===== src/rtl/four_bit_seq_multiplier_pkg.sv =====
// Shared definitions for the sequential shift-and-add multiplier:
// FSM state encoding and the final-iteration count.
package mult_defs;

    typedef enum logic [1:0] {
        IDLE = 2'd0,
        RUN  = 2'd1,
        DONE = 2'd2
    } state_t;

    localparam logic [1:0] LAST_ITER = 2'd3;

endpackage


===== src/rtl/four_bit_seq_multiplier_adder.sv =====
// 4-bit ripple adder/subtractor; subtract inverts b and injects a carry-in,
// so the carry-out is the unsigned overflow bit for additions.
module four_bit_adder_subtractor (
    input  logic [3:0] a,
    input  logic [3:0] b,
    input  logic       subtract,
    output logic [3:0] sum,
    output logic       carry
);

    logic [3:0] b_eff;
    logic [4:0] c;

    always_comb begin
        b_eff = b ^ {4{subtract}};
        c     = '0;
        c[0]  = subtract;
        sum   = '0;
        for (int unsigned i = 0; i < 4; i++) begin
            sum[i]   = a[i] ^ b_eff[i] ^ c[i];
            c[i + 1] = (a[i] & b_eff[i]) | (a[i] & c[i]) | (b_eff[i] & c[i]);
        end
        carry = c[4];
    end

endmodule


===== src/rtl/four_bit_seq_multiplier.sv =====
// Sequential 4x4 unsigned shift-and-add multiplier; one partial-product add
// per RUN cycle through the shared 4-bit adder, 8-bit product in {h,q}.
module four_bit_seq_multiplier
    import mult_defs::*;
(
    input  logic       clk,
    input  logic       reset,
    input  logic       start,
    input  logic [3:0] A,
    input  logic [3:0] B,
    output logic [7:0] Product,
    output logic       busy,
    output logic       done
);

    state_t     state;
    state_t     state_next;
    logic [3:0] m;
    logic [3:0] h;
    logic [3:0] q;
    logic [1:0] cnt;
    logic [3:0] addend;
    logic [3:0] sum;
    logic       carry;
    logic       load;
    logic       step;

    always_ff @(posedge clk) begin
        if (reset) begin
            state <= IDLE;
        end else begin
            state <= state_next;
        end
    end

    always_comb begin
        state_next = state;
        case (state)
            IDLE:    if (start) state_next = RUN;
            RUN:     if (cnt == LAST_ITER) state_next = DONE;
            DONE:    state_next = IDLE;
            default: state_next = IDLE;
        endcase
    end

    always_comb begin
        busy = (state != IDLE);
        done = (state == DONE);
        load = (state == IDLE) && start;
        step = (state == RUN);
    end

    assign addend = m & {4{q[0]}};

    four_bit_adder_subtractor u_adder (
        .a        (h),
        .b        (addend),
        .subtract (1'b0),
        .sum      (sum),
        .carry    (carry)
    );

    // The carry-out becomes the new top bit of h, so 15*15 keeps its MSB.
    always_ff @(posedge clk) begin
        if (reset) begin
            m   <= '0;
            h   <= '0;
            q   <= '0;
            cnt <= '0;
        end else if (load) begin
            m   <= A;
            h   <= '0;
            q   <= B;
            cnt <= '0;
        end else if (step) begin
            h   <= {carry, sum[3:1]};
            q   <= {sum[0], q[3:1]};
            cnt <= cnt + 2'd1;
        end
    end

    assign Product = {h, q};

endmodule


===== config.mk =====
export PLATFORM = sky130hd
export DESIGN_NAME = four_bit_seq_multiplier
export DESIGN_NICKNAME = d
export VERILOG_FILES = /design/src/rtl/four_bit_seq_multiplier_pkg.sv /design/src/rtl/four_bit_seq_multiplier_adder.sv /design/src/rtl/four_bit_seq_multiplier.sv
export SDC_FILE = /design/constraint.sdc
export NUM_CORES = 1
export LEC_CHECK = 0
export CAP_MARGIN = 20
export CORE_ASPECT_RATIO = 1.1
export CORE_MARGIN = 2
export CORE_UTILIZATION = 41
export DETAILED_ROUTE_END_ITERATION = 8
export PLACE_DENSITY = 0.72
export SLEW_MARGIN = 20
export SYNTH_ARGS = -nofsm -noshare
export SYNTH_HDL_FRONTEND = slang
export SYNTH_SLANG_ARGS = --single-unit
export TNS_END_PERCENT = 10

===== constraint.sdc =====
create_clock -name clk -period 2 [get_ports clk]
set_input_delay 0.3 -clock clk [delete_from_list [all_inputs] [get_ports clk]]
set_output_delay 0.3 -clock clk [all_outputs]
set_load 0.005 [all_outputs]

**After elaboration in Yosys (flattened, before gate mapping)**

Index checks and enable logic that the tools add are counted.

- Bits in registers: 16

- Add/subtract/negate cells: 1
- Equal/unequal tests: 5
- Mux-type cells: 5
- Bitwise gates (word level): 24
- Reductions and logical operators: 6

Operators with widths:

| cell | count |
|---|---|
| AND 1 bit | 10 |
| two-way mux 4 bit | 2 |
| XOR 1 bit | 7 |
| bitwise OR 1 bit | 6 |
| AND 4 bit | 1 |
| == test 2 bit (second input constant) | 2 |
| two-way mux 2 bit | 2 |
| one-hot mux 2 bit (2 select lines) | 1 |
| nonzero test 2 bit | 2 |
| adder 2 x 1 -> 2 bit (second input constant) | 1 |
| == test 2 x 1 -> 1 bit (second input constant) | 1 |
| logical NOT 2 bit | 1 |
| != test 2 x 1 -> 1 bit (second input constant) | 1 |
| != test 2 bit (second input constant) | 1 |
| AND reduction 2 bit | 1 |
| OR reduction 2 bit | 1 |
| logical AND 1 bit | 1 |

**Depth between registers and ports, before layout**

Gate-level depths: netlist of the first run.

- Word-level depth: 11
- Gate-level depth with buffers: 7
- Depth with buffers taken out: 7

**By module**

A second synthesis of the first run with hierarchy kept.

- Cell total of the unflattened synthesis: 93
- Area total of the unflattened synthesis: 848.3 µm²

Modules (own cells, without submodules):

| module | times used | cells each | area each (µm²) |
|---|---|---|---|
| four_bit_seq_multiplier | 1 | 81 | 726.9 |
| four_bit_adder_subtractor | 1 | 12 | 121.4 |

**Least setup slack after synthesis of the first run**

No wires, ideal clock.

- Kind: reg-to-reg
- Start point: reg q[0]
- End point: reg h[2]
- Library setup time: 0.079 ns
- Arrival time: 1.841 ns
- Required time: 1.921 ns
- Setup slack: 0.079 ns
- Stages on the path, launching flop included: 8
- Path buffers: 0
- Clock period less this slack: 1.921 ns
- Path through: dfxtp_1 and2_1 ha_1 fa_1 inv_1 fa_1 fa_1 a211oi_2

- Word-level cells in the longest chain between the ends: 9

RTL lines:

| item | RTL line | RTL |
|---|---|---|
| from (decl) | four_bit_seq_multiplier.sv:20 | `logic [3:0] q;` |
| from (signal assigned) | four_bit_seq_multiplier.sv:77 | `q <= {sum[0], q[3:1]};` |
| AND 4 bit * | four_bit_seq_multiplier.sv:53 | `assign addend = m & {4{q[0]}};` |
| AND 1 bit (2 in series) | four_bit_seq_multiplier_adder.sv:21 | `c[i + 1] = (a[i] & b_eff[i]) \| (a[i] & c[i]) \| (b_eff[i] & c[i]);` |
| bitwise OR 1 bit (2 in series) | four_bit_seq_multiplier_adder.sv:21 |  |
| AND 1 bit | four_bit_seq_multiplier_adder.sv:21 |  |
| bitwise OR 1 bit (2 in series) | four_bit_seq_multiplier_adder.sv:21 |  |
| XOR 1 bit * | four_bit_seq_multiplier_adder.sv:20 | `sum[i] = a[i] ^ b_eff[i] ^ c[i];` |
| to (signal assigned) | four_bit_seq_multiplier.sv:76 | `h <= {carry, sum[3:1]};` |
| to (decl) | four_bit_seq_multiplier.sv:19 | `logic [3:0] h;` |

Every way passes the cells marked *; elsewhere a longest branch is shown, timed or not.
A chain may end at the register's enable or synchronous reset.

**Worst setup path in the final report of the first run**

- Start point: reg m[0]
- End point: reg h[2]

- Word-level cells in the longest chain between the ends: 9

RTL lines:

| item | RTL line | RTL |
|---|---|---|
| from (decl) | four_bit_seq_multiplier.sv:18 | `logic [3:0] m;` |
| from (signal assigned) | four_bit_seq_multiplier.sv:66 | `m <= '0;` |
| from (signal assigned) | four_bit_seq_multiplier.sv:71 | `m <= A;` |
| AND 4 bit * | four_bit_seq_multiplier.sv:53 |  |
| AND 1 bit * | four_bit_seq_multiplier_adder.sv:21 |  |
| AND 1 bit | four_bit_seq_multiplier_adder.sv:21 |  |
| bitwise OR 1 bit | four_bit_seq_multiplier_adder.sv:21 |  |
| bitwise OR 1 bit * | four_bit_seq_multiplier_adder.sv:21 |  |
| AND 1 bit | four_bit_seq_multiplier_adder.sv:21 |  |
| bitwise OR 1 bit | four_bit_seq_multiplier_adder.sv:21 |  |
| bitwise OR 1 bit * | four_bit_seq_multiplier_adder.sv:21 |  |
| XOR 1 bit * | four_bit_seq_multiplier_adder.sv:20 |  |

Marked as above.

==> results.py, run 1 <==
metrics = {
    "placement": {
        "place.gp.congestion": 0.779,
        "dpl-instance-area_sq_um": 1010,
        "port_buffers": 20,
        "place_ws_ns": 0.0678,
        "dp_hpwl_um": 1200,
    },
    "logic_synthesis": {
        "synth_area_leaders": "dfxtp_1 (41%), fa_1 (7.8%), mux2i_1 (5.2%)",
        "async_flop_share_pct": 0,
        "seq_area_frac_synth_pct": 41.5,
        "syn_area_sq_um": 772,
        "yosysMostFrequentCell": "dfxtp_1",
        "synth_cells": 81,
        "synth_ff_type": "dfxtp_1",
        "synth_top_area_share_pct": 41.5,
        "ys_types": 24,
        "synth_edf_count": 0,
        "synth-seq-cells": 16,
        "synth_area_per_cell_sq_um": 9.53,
        "synth_area_leader_cell": "dfxtp_1",
        "synth_common_cells": "dfxtp_1 (16), nor2_1 (9), inv_1 (8), nand2_1 (8), a21oi_1 (7)",
        "synth_nets": 97,
        "yosysWarnings": 0,
    },
    "clocking": {
        "cts_hold_buf": 0,
        "cts_buffer_depth": 2,
        "cts_made_buffers": 3,
        "postCtsSetupBuffers": 0,
        "clkLatencyLatePin_ns": 0.28,
        "htree_num_levels": 1,
        "clkTransAtPathRegs_ns": 0.09,
        "cts_sinks": 16,
        "root_buffer": "clkbuf_4",
        "cts_tree": "done",
    },
    "worst_setup_path": {
        "crit_chain": "and2_4 -> ha_4 -> fa_2 -> inv_2 -> fa_2 -> fa_1 -> a211oi_2",
        "cp_slowest_cell": "fa_1",
        "path_class": "reg -> reg",
        "worstSetupEndpointType": "flop",
        "crit_path_frequent_cell": "fa_2",
        "crit_arrival_ns": 2.18,
        "start_kind": "flop",
        "crit_required_ns": 2.21,
        "r2r-start": "m[0]",
        "path_max_fanout": 2,
        "crit_start": "m[0]",
        "slowest_delay_ns": 0.42,
    },
    "drt": {
        "first_pass_iters": 4,
        "drt_iter0_drc": 11,
        "vias": 634,
        "final_antenna_net_count": 0,
        "finalWirelength_um": 1560,
        "wl_per_cell_um": 12.5,
        "drc_errors": 0,
        "vias_per_cell": 5.11,
    },
    "finish": {
        "diodes": 0,
        "nNetsFinal": 123,
        "syn_to_final_growth_pct": 38.1,
        "final_core_util_pct": 59.8,
        "fin_area_sq_um": 1070,
        "layout-drive-gt1-share_pct": 21.7,
    },
    "grt": {
        "grt_pass1_wl_um": 2720,
        "antenna_found_initial": 0,
        "grt_max_degree": 13,
        "grt_pass1_vias": 663,
        "gr-total-overflow": 0,
        "grt_usage_pct": 16.5,
    },
    "power": {
        "ir_worst_vdd_mv": 0.466,
        "power_uw": 705,
        "power_density_nw_per_um2": 662,
        "cellLeakagePower_uw": 0.000408,
    },
    "sta": {
        "worstMarginPinSlew_ns": 0.493,
        "layout_min_cycle_time_ns": 1.97,
        "max_freq_mhz": 509,
        "rsz0062_at_grt": "true",
        "drv_slew": 0,
        "slew_headroom_pct": 67.1,
        "post-route-period-util_pct": 98.3,
        "final.setup_skew_ns": 0.00297,
        "finalHoldViolations": 0,
        "setup_viol": 0,
        "setup_ws_ns": 0.0341,
    },
    "floorplanning": {
        "core_area_sq_um": 1780,
        "die_w_um": 45.4,
        "ios": 21,
        "start_util_pct": 43.3,
        "fp-row-count": 16,
        "dieArea_sq_um": 2250,
        "die_h_um": 49.5,
    },
    "outcome": {
        "status": "completed",
    },
    "min_path": {
        "hold_path.class": "reg -> reg",
        "min-delay-start": "cnt[1]",
    },
    "run": {
        "drv_cap": 0,
    },
}
worst paths after layout:
kind	endpoint	slack (ns)	cells after the start
min	cnt[1]	0.47	2
max reg2reg	h[2]	0.03	7
min reg2reg	cnt[1]	0.47	2
max	h[2]	0.03	7
layout make-up:
class                           instances  area [sq um]
Inverter                                8          30.0
Tap cell                               18          22.5
Multi-Input combinational cell         53           417
Clock buffer                            4          36.3
Sequential cell                        16           323
Fill cell                             159           716
Timing Repair Buffer                   25           238
worst max-delay path: cells and delay by family (launching register included):
kind	cells	cell delay [ns]
compound gates	1	0.22
fa+ha+maj	4	1.12
buf+inv	1	0.07
simple gates	1	0.16
flops	1	0.33
stage by stage:
stage	hold WS [ns]	setup TNS, ns	cells
after floorplan	0.440	0	81
after global placement	0.450	0	120
after detailed placement	0.459	0	120
after CTS	0.472	0	124
after global routing	0.495	-0.0632	124
final	0.466	0	124
layout by cell type (no fill, tap or decap):
master           Yosys  routed
clkdlybuf4s50_1      0      20
dfxtp_1             16      14
nor2_1               9       9
nand2_1              8       8
inv_1                8       7
a21oi_1              7       7
buf_4                0       5
mux2i_1              4       4
a211oi_2             3       3
clkbuf_4             0       3
nand2b_1             2       2
a221oi_1             2       2
o22a_1               2       2
o221a_2              2       2
fa_2                 0       2
dfxtp_2              0       2
or2_2                1       1
and2_1               2       1
inv_2                0       1
and2_4               0       1
nor2b_1              1       1
nor3b_2              1       1
and2b_1              1       1
or2_0                1       1
nor3_1               1       1
xnor2_1              1       1
fa_1                 3       1
ha_1                 2       1
ha_4                 0       1
clkbuf_8             0       1
flip-flops by register name (all words and copies together), names as in the netlist:
register  count
state         2
h             4
m             4
q             4
cnt           2
cells by family (layout without fill, tap and decap cells):
family          Yosys count  in the layout  share of synthesized area (%)
xor+xnor                  1              1                           1.13
simple gates             27             27                           17.2
mux                       4              4                           5.19
fa+ha+maj                 5              5                           11.0
compound gates           16             16                           16.9
flops                    16             16                           41.5
buf+inv                  12             37                           7.13
what timing repair did:
| action | 4_1_cts | 5_1_grt |
|---|---|---|
| setup endpoints to repair | 0 | 1 |
| endpoints found under the hold margin | 0 | 0 |
| gates resized for setup | 0 | 8 |
report_power, final:
group / switching [uW] / internal (uW)
combinational: 58.4 / 81.6
clock: 98.6 / 111
sequential: 16.3 / 340
total: 173 / 532
metal layers:
metal | GRT usage [%] | wire length, um | vias up
li1 | - | - | 319
met5 | 0 | 0 | -
met2 | 28.8 | 832 | 8
met1 | 18.4 | 655 | 305
met4 | 4.41 | 15 | 0
met3 | 5.49 | 53 | 2
Note: power is estimated with default switching activity, not from simulation.
==> run 2: changes to the inputs <==
- ABC_CLOCK_PERIOD_IN_PS: unset -> 2000
- SLEW_MARGIN: 20 -> unset
==> results of run 2 <==
Same layout as run 1: the final DEF is identical, and so are final timing and power.
==> run 3: changes to the inputs <==
- ABC_AREA: unset -> 0
==> results of run 3 <==
Same layout as run 1: the final DEF is identical, and so are final timing and power.
